<file path="config.mk">
export PLATFORM = sky130hd
export DESIGN_NAME = rgb2gray
export DESIGN_NICKNAME = d
export VERILOG_FILES = /design/src/rtl/rgb2gray.sv
export SDC_FILE = /design/constraint.sdc
export NUM_CORES = 1
export LEC_CHECK = 0
export CAP_MARGIN = 5
export CELL_PAD_IN_SITES_DETAIL_PLACEMENT = 1
export CELL_PAD_IN_SITES_GLOBAL_PLACEMENT = 1
export CORE_ASPECT_RATIO = 0.75
export CORE_UTILIZATION = 46
export DETAILED_ROUTE_END_ITERATION = 10
export PLACE_DENSITY = 0.83
export SYNTH_ARGS = -nofsm -noshare
export SYNTH_HDL_FRONTEND = slang
export SYNTH_SLANG_ARGS = --single-unit
</file>
<file path="constraint.sdc">
create_clock -name clk -period 5.9 [get_ports clk]
set_input_delay 0.59 -clock clk [delete_from_list [all_inputs] [get_ports clk]]
set_output_delay 0.59 -clock clk [all_outputs]
set_load 0.01 [all_outputs]
</file>
<file path="src/rtl/rgb2gray.sv">
// rgb2gray: front end of the edge-detection pipeline.
//
// Takes 32-bit RGB beats from an AXI-Stream slave and converts each one to an
// 8-bit luminance value:
//   gray = sat255((R*cr + G*cg + B*cb + 128) >> 8)
// The three weights are 0.8 fixed-point fractions.
//
// Pipeline: S1 registers the three products and S2 registers the saturated sum.
// Both stages advance together on adv = ~gray_valid | gauss_axi_ready.
// A one-entry skid buffer catches a beat that is accepted while the pipeline
// is stalled. This lets s_axis_tready be a plain flop (~skid_full).
//
// Column and row counters follow every accepted beat. gray_last marks the
// last column of a line, and frame_done pulses once the last pixel of a frame
// has been transferred downstream.
//
// Optional feature (macro RGB2GRAY_LAST_CHECK_EN):
//   - s_axis_tlast is checked against the column counter.
//   - A mismatch sets the sticky err_last flag.
//   - An early tlast resynchronises the counters to the start of a new line.
//   When the macro is undefined, tlast is ignored and err_last is tied to 0.
//
// Ports:
//   clk, rst_n         clock (rising edge), synchronous active-low reset
//   s_axis_tdata       pixel R=[7:0] G=[15:8] B=[23:16]; [31:24] ignored
//   s_axis_tkeep       byte enables; a cleared bit zeroes that colour byte
//   s_axis_tlast       upstream line-end marker
//   s_axis_tvalid      input beat valid
//   s_axis_tready      input ready (registered)
//   coe_r/g/b_in       luminance weights, 0.xxxx_xxxx
//   gauss_axi_ready    downstream ready
//   gray_out           luminance
//   gray_valid         gray_out valid
//   gray_last          last pixel of a line (qualified by gray_valid)
//   frame_done         one-cycle pulse after the frame's last pixel transfers
//   err_last           sticky tlast-position error
module rgb2gray #(
  parameter int unsigned IMG_W = 1024,
  parameter int unsigned IMG_H = 1024
) (
  input  logic        clk,
  input  logic        rst_n,
  input  logic [31:0] s_axis_tdata,
  input  logic [3:0]  s_axis_tkeep,
  input  logic        s_axis_tlast,
  input  logic        s_axis_tvalid,
  output logic        s_axis_tready,
  input  logic [7:0]  coe_r_in,
  input  logic [7:0]  coe_g_in,
  input  logic [7:0]  coe_b_in,
  input  logic        gauss_axi_ready,
  output logic [7:0]  gray_out,
  output logic        gray_valid,
  output logic        gray_last,
  output logic        frame_done,
  output logic        err_last
);

  localparam int unsigned ColW = (IMG_W > 1) ? $clog2(IMG_W) : 1;
  localparam int unsigned RowW = (IMG_H > 1) ? $clog2(IMG_H) : 1;
  localparam logic [ColW-1:0] ColMax = ColW'(IMG_W - 1);
  localparam logic [RowW-1:0] RowMax = RowW'(IMG_H - 1);

  // Registered weights
  logic [7:0]      r_coe_r, r_coe_g, r_coe_b;

  // Input side
  logic            r_tready;
  logic            r_skid_full;
  logic [23:0]     r_skid_pix;
  logic            r_skid_last, r_skid_flast;
  logic [ColW-1:0] r_col;
  logic [RowW-1:0] r_row;

  // S1: products
  logic            r_s1_valid;
  logic [15:0]     r_s1_pr, r_s1_pg, r_s1_pb;
  logic            r_s1_last, r_s1_flast;

  // S2: output
  logic [7:0]      r_gray_out;
  logic            r_gray_valid, r_gray_last, r_gray_flast;
  logic            r_frame_done;

  logic            w_adv, w_acc;
  logic [23:0]     w_in_pix;
  logic            w_col_end, w_row_end, w_resync, w_wrap;
  logic            w_in_last, w_in_flast;
  logic [ColW-1:0] w_col_d;
  logic [RowW-1:0] w_row_d;
  logic            w_skid_full_d;
  logic            w_s1_in_valid;
  logic [23:0]     w_s1_pix;
  logic            w_s1_last, w_s1_flast;
  logic [17:0]     w_sum;
  logic [9:0]      w_shift;
  logic [7:0]      w_gray_sat;
  logic            w_unused;

  assign w_adv = ~r_gray_valid | gauss_axi_ready;
  assign w_acc = s_axis_tvalid & r_tready;

  assign w_in_pix = {s_axis_tkeep[2] ? s_axis_tdata[23:16] : 8'h00,
                     s_axis_tkeep[1] ? s_axis_tdata[15:8]  : 8'h00,
                     s_axis_tkeep[0] ? s_axis_tdata[7:0]   : 8'h00};

  assign w_col_end = (r_col == ColMax);
  assign w_row_end = (r_row == RowMax);

`ifdef RGB2GRAY_LAST_CHECK_EN
  // An early tlast closes the line: the next beat starts column 0 of a new row.
  assign w_resync = s_axis_tlast & ~w_col_end;
`else
  assign w_resync = 1'b0;
`endif

  assign w_wrap     = w_col_end | w_resync;
  assign w_in_last  = w_col_end;
  assign w_in_flast = w_col_end & w_row_end;
  assign w_col_d    = w_wrap ? '0 : r_col + 1'b1;
  assign w_row_d    = !w_wrap ? r_row : (w_row_end ? '0 : r_row + 1'b1);

  // The skid fills only when a beat arrives during a stall. It empties on the
  // next advance. While it is full, tready is low, so the two never collide.
  assign w_skid_full_d = w_adv ? 1'b0 : (r_skid_full | w_acc);

  // S1 takes the skid entry first so that pixel order is preserved.
  assign w_s1_in_valid = r_skid_full | w_acc;
  assign w_s1_pix      = r_skid_full ? r_skid_pix   : w_in_pix;
  assign w_s1_last     = r_skid_full ? r_skid_last  : w_in_last;
  assign w_s1_flast    = r_skid_full ? r_skid_flast : w_in_flast;

  assign w_sum      = 18'(r_s1_pr) + 18'(r_s1_pg) + 18'(r_s1_pb) + 18'd128;
  assign w_shift    = w_sum[17:8];
  assign w_gray_sat = (|w_shift[9:8]) ? 8'hFF : w_shift[7:0];

  always_ff @(posedge clk) begin
    if (!rst_n) begin
      r_coe_r      <= '0;
      r_coe_g      <= '0;
      r_coe_b      <= '0;
      r_tready     <= 1'b0;
      r_skid_full  <= 1'b0;
      r_skid_pix   <= '0;
      r_skid_last  <= 1'b0;
      r_skid_flast <= 1'b0;
      r_col        <= '0;
      r_row        <= '0;
      r_s1_valid   <= 1'b0;
      r_s1_pr      <= '0;
      r_s1_pg      <= '0;
      r_s1_pb      <= '0;
      r_s1_last    <= 1'b0;
      r_s1_flast   <= 1'b0;
      r_gray_out   <= '0;
      r_gray_valid <= 1'b0;
      r_gray_last  <= 1'b0;
      r_gray_flast <= 1'b0;
      r_frame_done <= 1'b0;
    end else begin
      r_coe_r     <= coe_r_in;
      r_coe_g     <= coe_g_in;
      r_coe_b     <= coe_b_in;
      r_tready    <= ~w_skid_full_d;
      r_skid_full <= w_skid_full_d;

      if (w_acc && !w_adv) begin
        r_skid_pix   <= w_in_pix;
        r_skid_last  <= w_in_last;
        r_skid_flast <= w_in_flast;
      end

      if (w_acc) begin
        r_col <= w_col_d;
        r_row <= w_row_d;
      end

      if (w_adv) begin
        r_s1_valid   <= w_s1_in_valid;
        r_s1_pr      <= 16'(w_s1_pix[7:0])   * 16'(r_coe_r);
        r_s1_pg      <= 16'(w_s1_pix[15:8])  * 16'(r_coe_g);
        r_s1_pb      <= 16'(w_s1_pix[23:16]) * 16'(r_coe_b);
        r_s1_last    <= w_s1_in_valid & w_s1_last;
        r_s1_flast   <= w_s1_in_valid & w_s1_flast;
        r_gray_valid <= r_s1_valid;
        if (r_s1_valid) begin
          r_gray_out <= w_gray_sat;
        end
        r_gray_last  <= r_s1_valid & r_s1_last;
        r_gray_flast <= r_s1_valid & r_s1_flast;
      end

      r_frame_done <= r_gray_valid & gauss_axi_ready & r_gray_flast;
    end
  end

`ifdef RGB2GRAY_LAST_CHECK_EN
  logic r_err_last;

  always_ff @(posedge clk) begin
    if (!rst_n) begin
      r_err_last <= 1'b0;
    end else if (w_acc && (s_axis_tlast != w_col_end)) begin
      r_err_last <= 1'b1;
    end
  end

  assign err_last = r_err_last;
`else
  assign err_last = 1'b0;
`endif

  assign s_axis_tready = r_tready;
  assign gray_out      = r_gray_out;
  assign gray_valid    = r_gray_valid;
  assign gray_last     = r_gray_last;
  assign frame_done    = r_frame_done;

  // Alpha byte and its keep bit never reach the datapath.
  assign w_unused = ^{s_axis_tdata[31:24], s_axis_tkeep[3], s_axis_tlast};

endmodule

</file>
==> summary.md, run 1 <==
| Metric | Value |
|---|---|
| Status | finished, final reports clean |
| Crit path depth | 20 |
| Slowest cell on crit path | clkdlybuf4s50_1 |
| Critical Path Fanout Max | 8 |
| CP required | 6.26 ns |
| Drt via density | 5.326 |
| Num ports | 78 |
| Num CTS Buffers | 17 |
| CTS Root Cell | clkbuf_16 |
| Sequential-to-total area share from yosys stat | 22.22% |
| Min Tclk post-route | 5.532 ns |
| Clock skew | 0.01990 ns |
| Initial antenna violation count | 1 |
| Achievable Freq | 0.1808 GHz |
| FFs w/ async S/R, synth | 0% |
| Delay-heaviest family, CP | adder cells |
| Gate Count Post-Synth | 1399 |
| Dominant cells by area after synthesis | dfxtp_1 22%, fa_1 20%, ha_1 14%, nor2b_1 7.9%, inv_1 5.0% |
| Core ar. | 25970 sq um |
| CTS Sinks | 135 |
| Synthesized flop and latch total | 135 |
| DRC errors left | 0 |
| Initial Utilization | 46.84% |
| Post-route cell area | 14160 sq um |
| Largest net degree at the start of global routing | 56 |
| Routability cong. | 0.8504 |
| Die W | 189.8 microns |
| Final core occ | 54.51% |
| CP arrival | 5.89 ns |
| Vias in the first global route | 10780 |
| Die area | 27110 sq um |
| Fraction of layout cells with a size suffix above 1 | 6.296% |
| Worst-skew pair later-pin latency | 0.45 ns |
| DR WL/cell | 17.63 microns |
| Endpoint type of the worst setup path | register |
| Power, Total | 2.889 mW |
| RSZ-0062 raised after global routing | false |
| Worst reg2reg endpoint | r_s1_pb[14] |
| Yosys warns | 0 |
| Hold Path Depth | 2 |
| Post-CTS setup buffers | 0 |
| PwrDens | 204.1 nW/um^2 |
| Finish-stage setup viols | 0 |
| Cell variety after synth | 54 |
| Post-synth EDFFs | 0 |
| Area leader, netlist | dfxtp_1 |
| Main synth FF type | dfxtp_1 |
| Placed Area | 13520 sq um |
| WHS | 0.4609 ns |
| Rel. slew slack | 51.61% |
| Layout area overhead | 16.36% |
| CTS-repair resized insts | 0 |
| Max_cap viols | 0 |
| Clk buf depth | 2 |
| Worst Setup Path Type | in2reg |
| Measured slew at the worst slew-check pin | 0.7259 ns |
| DP HPWL | 25.46 mm |
| Remaining antenna violation count after routing | 0 |
| IR drop worst, VDD | 0.0002289 V |
| Die H | 142.8 microns |
| Cell area after synthesis | 12170 sq um |
| Final Hold Viols | 0 |
| # port buffers | 66 |
| Row Count | 51 |
| Hold path start | r_skid_pix[11] |
| Hold Path Sink | r_skid_pix[11] |
| First-pass GRT wire length | 53.97 mm |
| FF-to-FF setup slack | 0.53 ns |
| 1st-iter DRT viols | 307 |
| WP buf/inv | 5 |
| Max Slew Vio Count | 0 |
| R2R depth | 19 |
| Post-synth top area share | 22.22% |
| Post-synthesis area per instance | 8.696 sq um |
| Net Count, Synth | 1726 |
| Hold buffers post-CTS | 0 |
| Nets | 1823 |
| Initial DRT Pass Iterations | 4 |
| Clk slew on worst S/H paths | 0.07 ns |
| H-tree depth | 4 |
| Hold Crit Class | reg2reg |
| GR Util All Layers | 25.47% |
| Leakage | 6.687 nW |
| TritonCTS clock tree | done |
| Crit-path max cell delay | 0.64 ns |
| Crit. Startpoint | s_axis_tkeep[1] |
| DR vias | 9874 |
| Final WL | 32.69 mm |
| Crit path cell chain | clkdlybuf4s50_1 -> buf_4 -> nand2_1 -> nor2_1 -> a21oi_1 -> buf_4 -> nor2b_1 -> fa_1 -> inv_1 -> fa_1 -> fa_1 -> fa_1 -> inv_1 -> ha_1 -> or3_1 -> o21ai_0 -> o311ai_0 -> xor2_1 -> nand2_1 -> a21oi_1 |
| Critical path startpoint category | primary input |
| Top cell by count, worst path | fa_1 |
| Overflow after GRT | 0 |
| Setup_tns | 0 ns |
| Crit share post-route | 93.77% |
| Reg-to-reg startpoint | r_skid_full |
[worst max-delay path by stage]
stage,end,slack [ns]
global placement,r_s1_pg[15],0.09
finish,r_s1_pg[14],0.37
floorplan,r_s1_pr[15],0.79
CTS,r_s1_pg[14],0.37
detailed placement,r_s1_pr[15],-0.004
global route,r_s1_pg[14],0.02
[worst min-delay path, stage by stage, from the launching register on]
cell,delay [ns]
dfxtp_1,0.31
nand2_1,0.05
a21oi_1,0.05
[routing by layer]
layer  global-route usage, %  vias up  wire, microns
met5                       0        -             10
met4                   6.409        2            490
met3                   4.743       41           1203
met2                   45.04      143          16090
met1                   31.93     4946          14900
li1                        -     4742              -
[metrics by stage]
step	instances	setup slack (ns)
floorplan	1399	0.7925
global placement	1821	0.08740
detailed placement	1821	-0.004128
CTS	1853	0.3710
global route	1853	0.01919
finish	1854	0.3675
[registers in the layout, summed over array words and instances (netlist names), 8 cells and up]
signal      flops
gray_out        8
r_coe_b         8
r_coe_g         8
r_coe_r         8
r_col          10
r_row          10
r_s1_pb        16
r_s1_pg        16
r_s1_pr        16
r_skid_pix     24
[report_power, final]
part	internal, mW	switching [mW]
clock	0.650	0.502
combinational	0.330	0.399
sequential	0.957	0.0514
total	1.94	0.952
[Yosys cell counts (11+ instances only)]
cell type	number
inv_1	163
nor2b_1	153
ha_1	139
dfxtp_1	135
fa_1	123
nand2_1	121
a21oi_1	112
nor2_1	110
nand2b_1	43
and2_1	34
clkbuf_1	34
o21ai_0	32
nand3_1	28
xor2_1	26
xnor2_1	20
a211oi_1	11
nand4_1	11
[area by class of cell]
class | instances | area, sq um
diodes | 1 | 2.502
inverters | 164 | 615.6
flip-flops and latches | 135 | 2704
fillers | 3020 | 11820
repair buffers | 119 | 1079
well taps | 344 | 430.4
clock buffers | 17 | 425.4
clock inverters | 15 | 206.4
multi-input cells | 1059 | 8693
[placed cells by master, fill, tap and decap left out, types with 3 or more instances in the layout]
cell type and n:
inv_6 4, clkdlybuf4s50_1 65, a21o_1 8, a211oi_1 11
nor2_1 110, fa_1 123, nand3_1 28, inv_1 163
ha_1 139, nor2b_1 152, nand2b_1 42, nand2_1 121
a21boi_0 4, xnor2_1 20, xor2_1 26, o21ai_0 32
clkbuf_16 17, o31ai_1 4, and3_1 8, dfxtp_1 134
o221a_1 8, buf_4 51, and4_1 6, and2_1 34
or3_1 7, nor3_1 8, o21bai_1 3, inv_8 4
a31oi_1 4, o21a_1 8, a21oi_1 112, clkinv_8 3
nand4_1 11
[kinds of logic after synthesis]
family,count (synthesis),share of synthesized area (%)
and+or+nand+nor,532,22.41
adders and majority gates,262,34.54
AOI/OAI and AO/OA,217,11.05
buffers and inverters,205,6.366
DFF,135,22.22
xor gates and xnor gates,46,3.312
other,1,0.03083
muxes,1,0.08228
No activity file was read; power rests on OpenSTA's default activity.
==> run 2: changes to the inputs <==
Settings changed: PLACE_DENSITY 0.83 to unset, PLACE_DENSITY_LB_ADDON set to 0.1.
==> summary.md, run 2 (synthesized netlist as in run 1, its figures left out) <==
| Metric | Value |
|---|---|
| Critical Path Fanout Max | 8 |
| Worst-skew pair later-pin latency | 0.44 ns |
| FF-to-FF setup slack | 0.72 ns |
| Row Count | 51 |
| Clk buf depth | 2 |
| CTS-repair resized insts | 0 |
| Remaining antenna violation count after routing | 0 |
| Max Slew Vio Count | 0 |
| Top cell by count, worst path | fa_1 |
| H-tree depth | 4 |
| Final WS setup | 0.4779 ns |
| Worst Setup Path Type | in2reg |
| Initial DRT Pass Iterations | 4 |
| Largest net degree at the start of global routing | 57 |
| Max_cap viols | 0 |
| Clock group share of total power | 38.7% |
| Die H | 142.8 microns |
| Min Tclk post-route | 5.422 ns |
| Slowest cell on crit path | clkdlybuf4s50_1 |
| Leakage | 6.640 nW |
| Worst reg2reg endpoint | r_s1_pr[15] |
| # port buffers | 66 |
| Endpoint type of the worst setup path | register |
| Post-CTS setup buffers | 0 |
| Reg with most FFs | r_skid_pix |
| Die W | 189.8 microns |
| WP buf/inv | 6 |
| Final core occ | 54.21% |
| R2R depth | 18 |
| RSZ-0062 raised after global routing | false |
| Power, Total | 2.794 mW |
| Die area | 27110 sq um |
| First-pass GRT wire length | 50.93 mm |
| CTS Sinks | 135 |
| Layout area overhead | 15.73% |
| Placed instance count | 1814 |
| Switching part of the total | 32.73% |
| Most frequent cells in the layout | 163 x inv_1, 152 x nor2b_1, 139 x ha_1 |
| Switching pwr | 0.9145 mW |
| WHS | 0.4568 ns |
| Hold buffers post-CTS | 0 |
| Hold Crit Class | reg2reg |
| Rel. slew slack | 44.45% |
| Final Hold Viols | 0 |
| Hold Path Sink | r_skid_pix[11] |
| DRC errors left | 0 |
| Crit. Startpoint | s_axis_tkeep[2] |
| Crit path cell chain | clkdlybuf4s50_1 -> nand2_1 -> nor2_1 -> a21oi_1 -> buf_4 -> nor2b_1 -> fa_1 -> fa_1 -> fa_1 -> inv_1 -> fa_1 -> inv_1 -> ha_1 -> nor3_1 -> a21boi_0 -> buf_4 -> o21bai_1 -> a31oi_1 -> xor2_1 -> buf_4 -> o21ai_0 |
| Pre-CTS setup slack | 0.01786 ns |
| CTS Root Cell | clkbuf_16 |
| Setup_tns | 0 ns |
| Final WL | 31.08 mm |
| Achievable Freq | 0.1844 GHz |
| Num ports | 78 |
| Hold path start | r_skid_pix[11] |
| Internal Power | 1.879 mW |
| Non-Filler Instances | 1846 |
| Drt via density | 5.243 |
| Fraction of layout cells with a size suffix above 1 | 5.726% |
| Delay-heaviest family, CP | adder cells |
| Vias in the first global route | 10260 |
| Overflow after GRT | 0 |
| Sequential cell fraction of total power | 36.1% |
| Measured slew at the worst slew-check pin | 0.8320 ns |
| Num CTS Buffers | 17 |
| Critical path startpoint category | primary input |
| Finish-stage setup viols | 0 |
| Initial antenna violation count | 0 |
| Max reg flops | 24 |
| CP required | 6.20 ns |
| Antenna fix cells | 0 |
| 1st-iter DRT viols | 357 |
| GR Util All Layers | 23.96% |
| Nets | 1816 |
| Clock skew | 0.02103 ns |
| DP HPWL | 24.69 mm |
| IR drop worst, VDD | 0.0002319 V |
| DR vias | 9679 |
| Combinational Power Share | 25.2% |
| PwrDens | 198.4 nW/um^2 |
| Core ar. | 25970 sq um |
| Post-route cell area | 14080 sq um |
| Hold Path Depth | 2 |
| TritonCTS clock tree | done |
| CP arrival | 5.72 ns |
| Clk slew on worst S/H paths | 0.06 ns |
| Placed Area | 13490 sq um |
| Most common cell after layout, fill and taps aside | inv_1 |
| DR WL/cell | 16.83 microns |
| Routability cong. | 0.8165 |
| Initial Utilization | 46.84% |
| Filler cell count | 3055 |
| Status | finished, final reports clean |
| Reg-to-reg startpoint | r_skid_full |
| Crit-path max cell delay | 0.60 ns |
| Crit share post-route | 91.90% |
[run 2: worst max-delay path by stage]
stage / cells after the start / end / slack (ns)
final: 21 / r_s1_pb[14] / 0.48
after global routing: 21 / r_s1_pb[14] / 0.09
after CTS: 21 / r_s1_pb[14] / 0.44
after detailed placement: 21 / r_s1_pb[14] / 0.02
after global placement: 20 / r_s1_pr[15] / 0.15
after floorplan: 19 / r_s1_pr[15] / 0.79
[run 2: area by class of cell]
| cell class | instances | area, sq um | share of cell area, % |
|---|---|---|---|
| Sequential cell | 135 | 2703 | 19.20 |
| Tap cell | 344 | 430.4 | 3.057 |
| Clock buffer | 18 | 429.2 | 3.048 |
| Multi-Input combinational cell | 1059 | 8693 | 61.75 |
| Timing Repair Buffer | 112 | 1051 | 7.465 |
| Clock inverter | 14 | 156.4 | 1.111 |
| Inverter | 164 | 615.6 | 4.373 |
[run 2: power by group through the flow]
| stage | clock [mW] | sequential [mW] | combinational (mW) |
|---|---|---|---|
| 3_3_place_gp | 0 | 1.03 | 0.682 |
| 4_1_cts | 1.11 | 1.01 | 0.717 |
| 5_1_grt | 1.14 | 1.01 | 0.801 |
| 6_report | 1.08 | 1.01 | 0.705 |
| 2_1_floorplan | 0 | 1.01 | 0.476 |
| 3_5_place_dp | 0 | 1.03 | 0.707 |
[run 2: per-layer routing]
metal / routed length (microns) / vias to the layer above / track usage [%]
met5: 0 / - / 0
met4: 323 / 0 / 4.796
met3: 1295 / 26 / 3.539
met2: 14410 / 122 / 40.72
met1: 15050 / 4796 / 32.40
li1: - / 4735 / -
[run 2: tightest hold or removal path: cells and delay by family (launching register included)]
family,cells,cell delay [ns]
compound gates,1,0.05
flops,1,0.31
simple gates,1,0.05
